--- src/rtl/manchester_pkg.sv ---
// Symbol constants and framer state encoding shared by the Manchester line encoder and decoder.
package manchester_pkg;

  localparam logic [7:0] START_WORD_DEF    = 8'hD5;
  localparam logic [7:0] ESCAPE_SYMBOL_DEF = 8'hE5;
  localparam logic [7:0] START_REPLACE_DEF = 8'hF5;
  localparam logic [7:0] ESC_REPLACE_DEF   = 8'hE5;

  typedef enum logic [1:0] {
    ST_SOF  = 2'd0,
    ST_BODY = 2'd1,
    ST_TAIL = 2'd2
  } fr_state_e;

endpackage

--- src/rtl/sat_counter.sv ---
// Saturating up-counter with clear taking priority over a same-cycle increment.
module sat_counter #(
  parameter int unsigned WIDTH = 16
) (
  input  logic             aclk,
  input  logic             aresetn,
  input  logic             inc_i,
  input  logic             clr_i,
  output logic [WIDTH-1:0] count_o
);

  logic [WIDTH-1:0] count_q;

  always_ff @(posedge aclk) begin
    if (!aresetn) begin
      count_q <= '0;
    end else if (clr_i) begin
      count_q <= '0;
    end else if (inc_i && (count_q != {WIDTH{1'b1}})) begin
      count_q <= count_q + WIDTH'(1);
    end
  end

  assign count_o = count_q;

endmodule

--- src/rtl/axis_escape_framer.sv ---
// AXI-Stream byte-stuffing encoder: escapes delimiter/escape symbols, optionally prefixes frames
// with the start word, and keeps saturating escape/frame statistics.
module axis_escape_framer
  import manchester_pkg::*;
#(
  parameter int unsigned           DATA_WIDTH    = 8,
  parameter logic [DATA_WIDTH-1:0] START_WORD    = DATA_WIDTH'(START_WORD_DEF),
  parameter logic [DATA_WIDTH-1:0] ESCAPE_SYMBOL = DATA_WIDTH'(ESCAPE_SYMBOL_DEF),
  parameter logic [DATA_WIDTH-1:0] START_REPLACE = DATA_WIDTH'(START_REPLACE_DEF),
  parameter logic [DATA_WIDTH-1:0] ESC_REPLACE   = DATA_WIDTH'(ESC_REPLACE_DEF),
  parameter bit                    INSERT_START  = 1'b1,
  parameter int unsigned           CNT_WIDTH     = 16
) (
  input  logic                  aclk,
  input  logic                  aresetn,
  input  logic [DATA_WIDTH-1:0] s_axis_tdata,
  input  logic                  s_axis_tvalid,
  output logic                  s_axis_tready,
  input  logic                  s_axis_tlast,
  output logic [DATA_WIDTH-1:0] m_axis_tdata,
  output logic                  m_axis_tvalid,
  input  logic                  m_axis_tready,
  output logic                  m_axis_tlast,
  input  logic                  cfg_bypass,
  input  logic                  stat_clear,
  output logic [CNT_WIDTH-1:0]  esc_count,
  output logic [CNT_WIDTH-1:0]  frame_count
);

  // Escape sequences would be ambiguous to the decoder with these symbol choices.
  if ((START_WORD == ESCAPE_SYMBOL) ||
      (START_REPLACE == START_WORD) || (START_REPLACE == ESCAPE_SYMBOL) ||
      (ESC_REPLACE == START_WORD)) begin : g_bad_symbols
    $error("axis_escape_framer: conflicting START/ESCAPE/replacement symbols");
  end

  fr_state_e             state_q, state_d;
  logic [DATA_WIDTH-1:0] tdata_q, tdata_d;
  logic                  tvalid_q, tvalid_d;
  logic                  tlast_q, tlast_d;
  logic [DATA_WIDTH-1:0] rep_q, rep_d;
  logic                  rep_last_q, rep_last_d;
  logic                  out_free;
  logic                  esc_inc;
  logic                  frame_inc;

  assign out_free      = !tvalid_q || m_axis_tready;
  assign s_axis_tready = out_free &&
                         ((state_q == ST_BODY) || ((state_q == ST_SOF) && !INSERT_START));

  always_ff @(posedge aclk) begin
    if (!aresetn) begin
      state_q    <= ST_SOF;
      tdata_q    <= '0;
      tvalid_q   <= 1'b0;
      tlast_q    <= 1'b0;
      rep_q      <= '0;
      rep_last_q <= 1'b0;
    end else begin
      state_q    <= state_d;
      tdata_q    <= tdata_d;
      tvalid_q   <= tvalid_d;
      tlast_q    <= tlast_d;
      rep_q      <= rep_d;
      rep_last_q <= rep_last_d;
    end
  end

  // Next state and output register load; nothing moves while the output is stalled.
  always_comb begin
    state_d    = state_q;
    tdata_d    = tdata_q;
    tvalid_d   = tvalid_q;
    tlast_d    = tlast_q;
    rep_d      = rep_q;
    rep_last_d = rep_last_q;
    esc_inc    = 1'b0;
    if (out_free) begin
      tvalid_d = 1'b0;
      case (state_q)
        ST_TAIL: begin
          tdata_d  = rep_q;
          tlast_d  = rep_last_q;
          tvalid_d = 1'b1;
          state_d  = rep_last_q ? ST_SOF : ST_BODY;
        end
        default: begin
          if ((state_q == ST_SOF) && INSERT_START) begin
            if (s_axis_tvalid) begin
              tdata_d  = START_WORD;
              tlast_d  = 1'b0;
              tvalid_d = 1'b1;
              state_d  = ST_BODY;
            end
          end else if (s_axis_tvalid) begin
            tvalid_d = 1'b1;
            if (!cfg_bypass &&
                ((s_axis_tdata == START_WORD) || (s_axis_tdata == ESCAPE_SYMBOL))) begin
              tdata_d    = ESCAPE_SYMBOL;
              tlast_d    = 1'b0;
              rep_d      = (s_axis_tdata == START_WORD) ? START_REPLACE : ESC_REPLACE;
              rep_last_d = s_axis_tlast;
              esc_inc    = 1'b1;
              state_d    = ST_TAIL;
            end else begin
              tdata_d = s_axis_tdata;
              tlast_d = s_axis_tlast;
              state_d = s_axis_tlast ? ST_SOF : ST_BODY;
            end
          end
        end
      endcase
    end
  end

  assign m_axis_tdata  = tdata_q;
  assign m_axis_tvalid = tvalid_q;
  assign m_axis_tlast  = tlast_q;
  assign frame_inc     = tvalid_q && m_axis_tready && tlast_q;

  sat_counter #(.WIDTH(CNT_WIDTH)) u_esc_cnt (
    .aclk    (aclk),
    .aresetn (aresetn),
    .inc_i   (esc_inc),
    .clr_i   (stat_clear),
    .count_o (esc_count)
  );

  sat_counter #(.WIDTH(CNT_WIDTH)) u_frame_cnt (
    .aclk    (aclk),
    .aresetn (aresetn),
    .inc_i   (frame_inc),
    .clr_i   (stat_clear),
    .count_o (frame_count)
  );

endmodule

--- config.mk ---
export PLATFORM = sky130hd
export DESIGN_NAME = axis_escape_framer
export DESIGN_NICKNAME = d
export VERILOG_FILES = /design/src/rtl/manchester_pkg.sv /design/src/rtl/sat_counter.sv /design/src/rtl/axis_escape_framer.sv
export SDC_FILE = /design/constraint.sdc
export NUM_CORES = 1
export LEC_CHECK = 0
export ABC_AREA = 1
export CAP_MARGIN = 20
export CORE_ASPECT_RATIO = 1.4
export CORE_MARGIN = 4
export CORE_UTILIZATION = 40
export CTS_BUF_LIST = sky130_fd_sc_hd__clkbuf_16
export DETAILED_ROUTE_END_ITERATION = 8
export PLACE_DENSITY = 0.64
export SETUP_SLACK_MARGIN = 0.02
export SYNTH_ARGS = -nofsm -noshare
export SYNTH_HDL_FRONTEND = slang
export SYNTH_SLANG_ARGS = --single-unit
--- constraint.sdc ---
create_clock -name aclk -period 2.95 [get_ports aclk]
set_clock_uncertainty 0.05 [all_clocks]
set_input_delay 0.59 -clock aclk [delete_from_list [all_inputs] [get_ports aclk]]
set_output_delay 0.59 -clock aclk [all_outputs]
set_load 0.02 [all_outputs]
* Word level (Yosys, flattened, before mapping)
Cells that the tools add are included.
** Operators by class
- Add/subtract/negate cells :: 2
- $mul :: 0
- Divide/modulo/power cells :: 0
- Magnitude comparators :: 0
- Eq/ne operators :: 6
- Shifts and indexed selects :: 0
- Mux-type cells :: 25
- Bitwise gates (word level) :: 3
- Reductions and logical operators :: 15
** Operators with widths (number)
- 2-to-1 mux 8 bit :: 5
- adder 16 x 1 -> 16 bit, second input constant :: 2
- inequality test 16 bit, second input constant :: 2
- == test 8 bit, second input constant :: 2
- 2-to-1 mux 1 bit :: 14
- 2-to-1 mux 2 bit :: 5
- logical AND 1 bit :: 6
- 2-to-1 mux 5 bit :: 1
- AND reduction 5 bit :: 1
- inverter 1 bit :: 3
- == test 2 x 1 -> 1 bit, second input constant :: 1
- == test 2 bit, second input constant :: 1
- zero test 1 bit :: 2
- zero test 2 bit :: 1
- logical OR 1 bit :: 2
- AND reduction 2 bit :: 1
- nonzero test 2 bit :: 1
- OR reduction 2 bit :: 1
** Word-level totals
- Register bits after elaboration :: 53
- Latch bits :: 0
- RAM bits :: 0
- Memory bits (read-only) :: 0
- Input port bits :: 15
- Output and inout port bits :: 43
- Logic and storage cells :: 59
- Memories :: 0

* Logic depth before layout (Yosys ltp)
- Word-level depth :: 9
- Mapped depth :: 11
- Depth with buffers taken out :: 11

* Modules after synthesis
Synthesis repeated with hierarchy kept, for this count alone.
** Second synthesis, totals
- Cell total of the unflattened synthesis :: 408
- Area, all modules :: 2623.8 um^2
** Modules (own cells, without submodules)
- sat_counter at u_frame_cnt :: times used 1, cells each 146, area an instance 965.9 um^2, seq. area each 320.3 um^2
- sat_counter at u_esc_cnt :: times used 1, cells each 153, area an instance 910.9 um^2, seq. area each 320.3 um^2
- axis_escape_framer :: times used 1, cells each 109, area an instance 747.0 um^2, seq. area each 300.3 um^2

* Least setup slack after synthesis
OpenSTA, ideal clock, no wires.
- Path kind :: in2out
- Start :: input port m_axis_tready
- End :: output port s_axis_tready
- Arrival time :: 1155 ps
- Required time :: 2310 ps
- Setup slack :: 1155 ps
- Stages on the path :: 2
- Buffers on the path :: 0
- Cells stage by stage :: nor2_1 nor3_1
** Between the ends
- Cells in the longest elaborated chain, start to end :: 2
** RTL lines
- start, declared :: line axis_escape_framer.sv:22 : input logic m_axis_tready,
- logical OR 1 bit :: line axis_escape_framer.sv:47 : assign out_free = !tvalid_q || m_axis_tready;
- logical AND 1 bit :: line axis_escape_framer.sv:48 : assign s_axis_tready = out_free &&
- end, declared :: line axis_escape_framer.sv:18 : output logic s_axis_tready,
No other way between the ends.

* Final worst setup path
Ends and elaborated chain as after synthesis.

==> flow_summary.rst <==
.. list-table::
   :header-rows: 1

   * - Metric
     - Value
   * - Effective utilization at floorplan
     - 41.3%
   * - Crit path launch type
     - input pin
   * - Number of buffers added by the clock tree synthesis step
     - 5
   * - Quantity of I/O buffers inserted on ports
     - 57
   * - Maximum number of pins on one net before global-route repair
     - 20
   * - Maximum root-to-sink buffer count
     - 2
   * - Tightest Pin Transition
     - 0.617 ns
   * - Hold buffer count at cts
     - 0
   * - Cell Area, Synth
     - 0.00244 mm²
   * - Worst skew pair latency
     - 0.29 ns
   * - Die extent in x
     - 74.0 µm
   * - Highest ir drop seen on vdd
     - 0.330 mV
   * - Via count of the routed design
     - 2454
   * - Number of endpoints failing setup at the final stage
     - 0
   * - Global-route wire length before repair
     - 10000 µm
   * - Summed negative setup slack over all endpoints
     - 0 ns
   * - Critical path required time
     - 2.31 ns
   * - Router iterations before antenna repair
     - 4
   * - Residual DRC count
     - 0
   * - Cell repeated most along the worst path
     - sky130_fd_sc_hd__clkdlybuf4s50_1
   * - Number of global-route vias before repair
     - 2181
   * - Peak fanout along the critical path
     - 2
   * - Number of warnings issued by yosys
     - 0
   * - Synth Area per Inst
     - 6.56 µm²
   * - CP Cell Sequence
     - clkdlybuf4s50_1 > nor2_1 > nor3_1 > clkdlybuf4s50_1
   * - Run status
     - finished, final reports clean
   * - Number of cells traversed by the worst register-to-register path
     - 10
   * - Clock tree from TritonCTS
     - yes
   * - Total buffers and inverters traversed by the critical path
     - 2
   * - Buffer count from post-CTS setup fixing
     - 0
   * - Max_cap viols
     - 0
   * - Cell count after synthesis
     - 372
   * - WP depth
     - 4
   * - Final hold violation count
     - 0
   * - Signed area change from the synthesized netlist to the final layout
     - 31.4%
   * - Worst path top cell family by delay
     - buffers and inverters
   * - Slew Limit Fails
     - 0
   * - Routed length per instance
     - 11.9 µm
   * - Total global routing track utilization
     - 17.1%
   * - CTS clock-pin slew for the worst setup and hold paths
     - 0.06 ns
   * - Post-synthesis cell type count
     - 29
   * - Worst Setup End Kind
     - output pin
   * - Total Die Area
     - 0.00743 mm²
   * - Final core utilization
     - 54.3%
   * - #FFs+latches synth
     - 47
   * - Worst path setup slack after routing
     - 0.409 ns
   * - Post-route worst hold slack
     - 0.420 ns
   * - Layout fillers
     - 583
   * - Post-route antenna net violation count
     - 0
   * - Leakage power total
     - 0.00113 µW
   * - Remaining Overflow, GRT
     - 0
   * - Category of the critical setup timing path
     - in -> out
   * - Net total in the final layout
     - 449
   * - Largest stage delay on the critical path
     - 0.63 ns
   * - Number of rows in the core area
     - 33
   * - Starting DRT DRC Count
     - 118
   * - Final estimated routing congestion in global placement
     - 0.909
   * - Core area
     - 0.00590 mm²
   * - N_diodes
     - 0
   * - Unrepaired setup endpoints after global routing
     - no
   * - Hold/Removal Path Class
     - reg -> reg
   * - Total power divided by cell area
     - 417 mW/mm²
   * - Final critical delay including setup and external delays
     - 2.54 ns
   * - Multi-input gate area
     - 0.00128 mm²
   * - Fraction of final layout cells sized beyond drive strength 1
     - 6.00%
   * - Critical Path Slowest Stage Cell
     - sky130_fd_sc_hd__clkdlybuf4s50_1
   * - Estimated wirelength of the detail-placed design
     - 4530 µm
   * - Top-level I/O count
     - 58
   * - Relative slew slack
     - 58.8%
   * - Finished Layout Cells
     - 503
   * - Number of antenna violations at the first check in global routing
     - 0
   * - Post_cts resized
     - 0
   * - Height of the die
     - 100 µm
   * - Hold path cells
     - 2
   * - Critical path data arrival time
     - 1.90 ns
   * - Clock Root Buffer
     - sky130_fd_sc_hd__clkbuf_16
   * - Final worst-path cycle share
     - 86.1%
   * - Placed instance count
     - 495
   * - Synth Net Count
     - 389
   * - Post-placement worst setup slack
     - 0.422 ns
   * - Clock Sink Count
     - 47
   * - Number of vias per cell
     - 4.88
   * - Routed WL
     - 5980 µm
   * - Maximum clock frequency
     - 0.394 GHz
   * - Flip-flop and latch area
     - 941 µm²
   * - Max H-tree Level
     - 2
   * - Sequential-to-total area share from yosys stat
     - 38.6%
-- per-stage QoR --
step	power, µW	instance area, µm²
floorplan	749	2440
global placement	819	3070
detailed placement	819	3070
CTS	1360	3200
global route	1400	3200
finish	1340	3200
-- path summary, 6_finish.rpt --
| path | from | endpoint | slack, ns |
|---|---|---|---|
| setup / recovery | m_axis_tready | s_axis_tready | 0.41 |
| hold / removal | m_axis_tdata[4] | m_axis_tdata[4] | 0.42 |
| setup reg to reg | u_frame_cnt.count_o[0] | u_frame_cnt.count_o[5] | 0.92 |
| hold reg to reg | m_axis_tdata[4] | m_axis_tdata[4] | 0.42 |
-- per-layer routing --
layer	global-route usage [%]	up-vias	routed length, µm
li1	-	1309	-
met2	28.9	50	2950
met1	20.4	1085	2600
met4	5.86	0	120
met3	4.71	10	314
met5	0	-	0
-- layout by cell type, fill, tap and decap left out --
master                            synthesis  routed
sky130_fd_sc_hd__a21oi_1                 23      23
sky130_fd_sc_hd__o21ai_1                  1       1
sky130_fd_sc_hd__ha_1                     2       2
sky130_fd_sc_hd__nor2_1                  65      65
sky130_fd_sc_hd__o21bai_1                 2       2
sky130_fd_sc_hd__nor3_2                   1       1
sky130_fd_sc_hd__a211oi_1                 2       2
sky130_fd_sc_hd__dfxtp_1                 47      47
sky130_fd_sc_hd__nor3_1                  10      10
sky130_fd_sc_hd__clkdlybuf4s50_1          0      57
sky130_fd_sc_hd__a21oi_2                  1       1
sky130_fd_sc_hd__inv_1                   41      42
sky130_fd_sc_hd__nand4_1                  9       9
sky130_fd_sc_hd__inv_2                    4       4
sky130_fd_sc_hd__nand3_1                 20      20
sky130_fd_sc_hd__clkinv_1                 0       2
sky130_fd_sc_hd__nand3_2                  2       2
sky130_fd_sc_hd__nor2_2                   4       4
sky130_fd_sc_hd__buf_4                    1       2
sky130_fd_sc_hd__nand2_1                 92      92
sky130_fd_sc_hd__nor3b_1                  1       1
sky130_fd_sc_hd__o211ai_1                 1       1
sky130_fd_sc_hd__xor2_1                   5       5
sky130_fd_sc_hd__nand2_2                  4       4
sky130_fd_sc_hd__o21ai_0                 24      24
sky130_fd_sc_hd__clkbuf_16                0       5
sky130_fd_sc_hd__nor2_4                   3       3
sky130_fd_sc_hd__and3_1                   1       1
sky130_fd_sc_hd__a31oi_1                  1       1
-- kinds of logic (layout without fill, tap and decap cells) --
group / Yosys count / after routing / share of synthesized area [%]
buffers and inverters: 51 / 112 / 8.72
AO/OA/AOI/OAI: 55 / 55 / 12.0
flip-flops: 47 / 47 / 38.6
adder cells (fa/ha/maj): 2 / 2 / 1.03
XOR/XNOR: 5 / 5 / 1.80
AND/OR/NAND/NOR: 212 / 212 / 37.9
-- state kept, by name, indices dropped and copies added, names as in the netlist --
signal / cells
m_axis_tdata: 8
rep_q: 2
u_esc_cnt.count_o: 16
state_q: 2
rep_last_q: 1
u_frame_cnt.count_o: 16
m_axis_tlast: 1
m_axis_tvalid: 1
-- synthesized netlist by cell type --
cell | n | area [µm²]
sky130_fd_sc_hd__a21oi_2 | 1 | 8.76
sky130_fd_sc_hd__nand4_1 | 9 | 56.3
sky130_fd_sc_hd__nor2_1 | 65 | 244
sky130_fd_sc_hd__ha_1 | 2 | 25.0
sky130_fd_sc_hd__a21oi_1 | 23 | 115
sky130_fd_sc_hd__xor2_1 | 5 | 43.8
sky130_fd_sc_hd__o21ai_0 | 24 | 120
sky130_fd_sc_hd__o21bai_1 | 2 | 15.0
sky130_fd_sc_hd__buf_4 | 1 | 7.51
sky130_fd_sc_hd__dfxtp_1 | 47 | 941
sky130_fd_sc_hd__nand3_1 | 20 | 100
sky130_fd_sc_hd__buf_2 | 2 | 10.0
sky130_fd_sc_hd__nor2_4 | 3 | 33.8
sky130_fd_sc_hd__buf_6 | 2 | 22.5
sky130_fd_sc_hd__nor2_2 | 4 | 25.0
sky130_fd_sc_hd__a211oi_1 | 2 | 15.0
sky130_fd_sc_hd__a31oi_1 | 1 | 6.26
sky130_fd_sc_hd__inv_1 | 41 | 154
sky130_fd_sc_hd__clkbuf_1 | 1 | 3.75
sky130_fd_sc_hd__inv_2 | 4 | 15.0
sky130_fd_sc_hd__o211ai_1 | 1 | 7.51
sky130_fd_sc_hd__nand2_1 | 92 | 345
sky130_fd_sc_hd__nor3_1 | 10 | 50.1
sky130_fd_sc_hd__nor3_2 | 1 | 10.0
sky130_fd_sc_hd__nand3_2 | 2 | 20.0
sky130_fd_sc_hd__o21ai_1 | 1 | 5.00
sky130_fd_sc_hd__and3_1 | 1 | 6.26
sky130_fd_sc_hd__nor3b_1 | 1 | 7.51
sky130_fd_sc_hd__nand2_2 | 4 | 25.0
-- worst reg2reg max path, delay by kind of cell, from the launching register on --
kind,cells,cell delay [ns]
AND/OR/NAND/NOR,8,1.03
flip-flops,1,0.42
adder cells (fa/ha/maj),1,0.24
buffers and inverters,1,0.18
-- layout make-up --
type                    instances  share of cell area (%)
flip-flops and latches         47                    29.4
inverters                      45                    5.27
well taps                      70                    2.73
clock inverters                 3                   0.351
multi-input cells             274                    40.1
clock buffers                   5                    3.90
repair buffers                 59                    18.3
-- power by group --
part / switching [µW] / internal, µW
Sequential: 10.4 / 650
Clock: 227 / 305
Combinational: 81.9 / 62.1
Power figures use the tool's default switching activity.
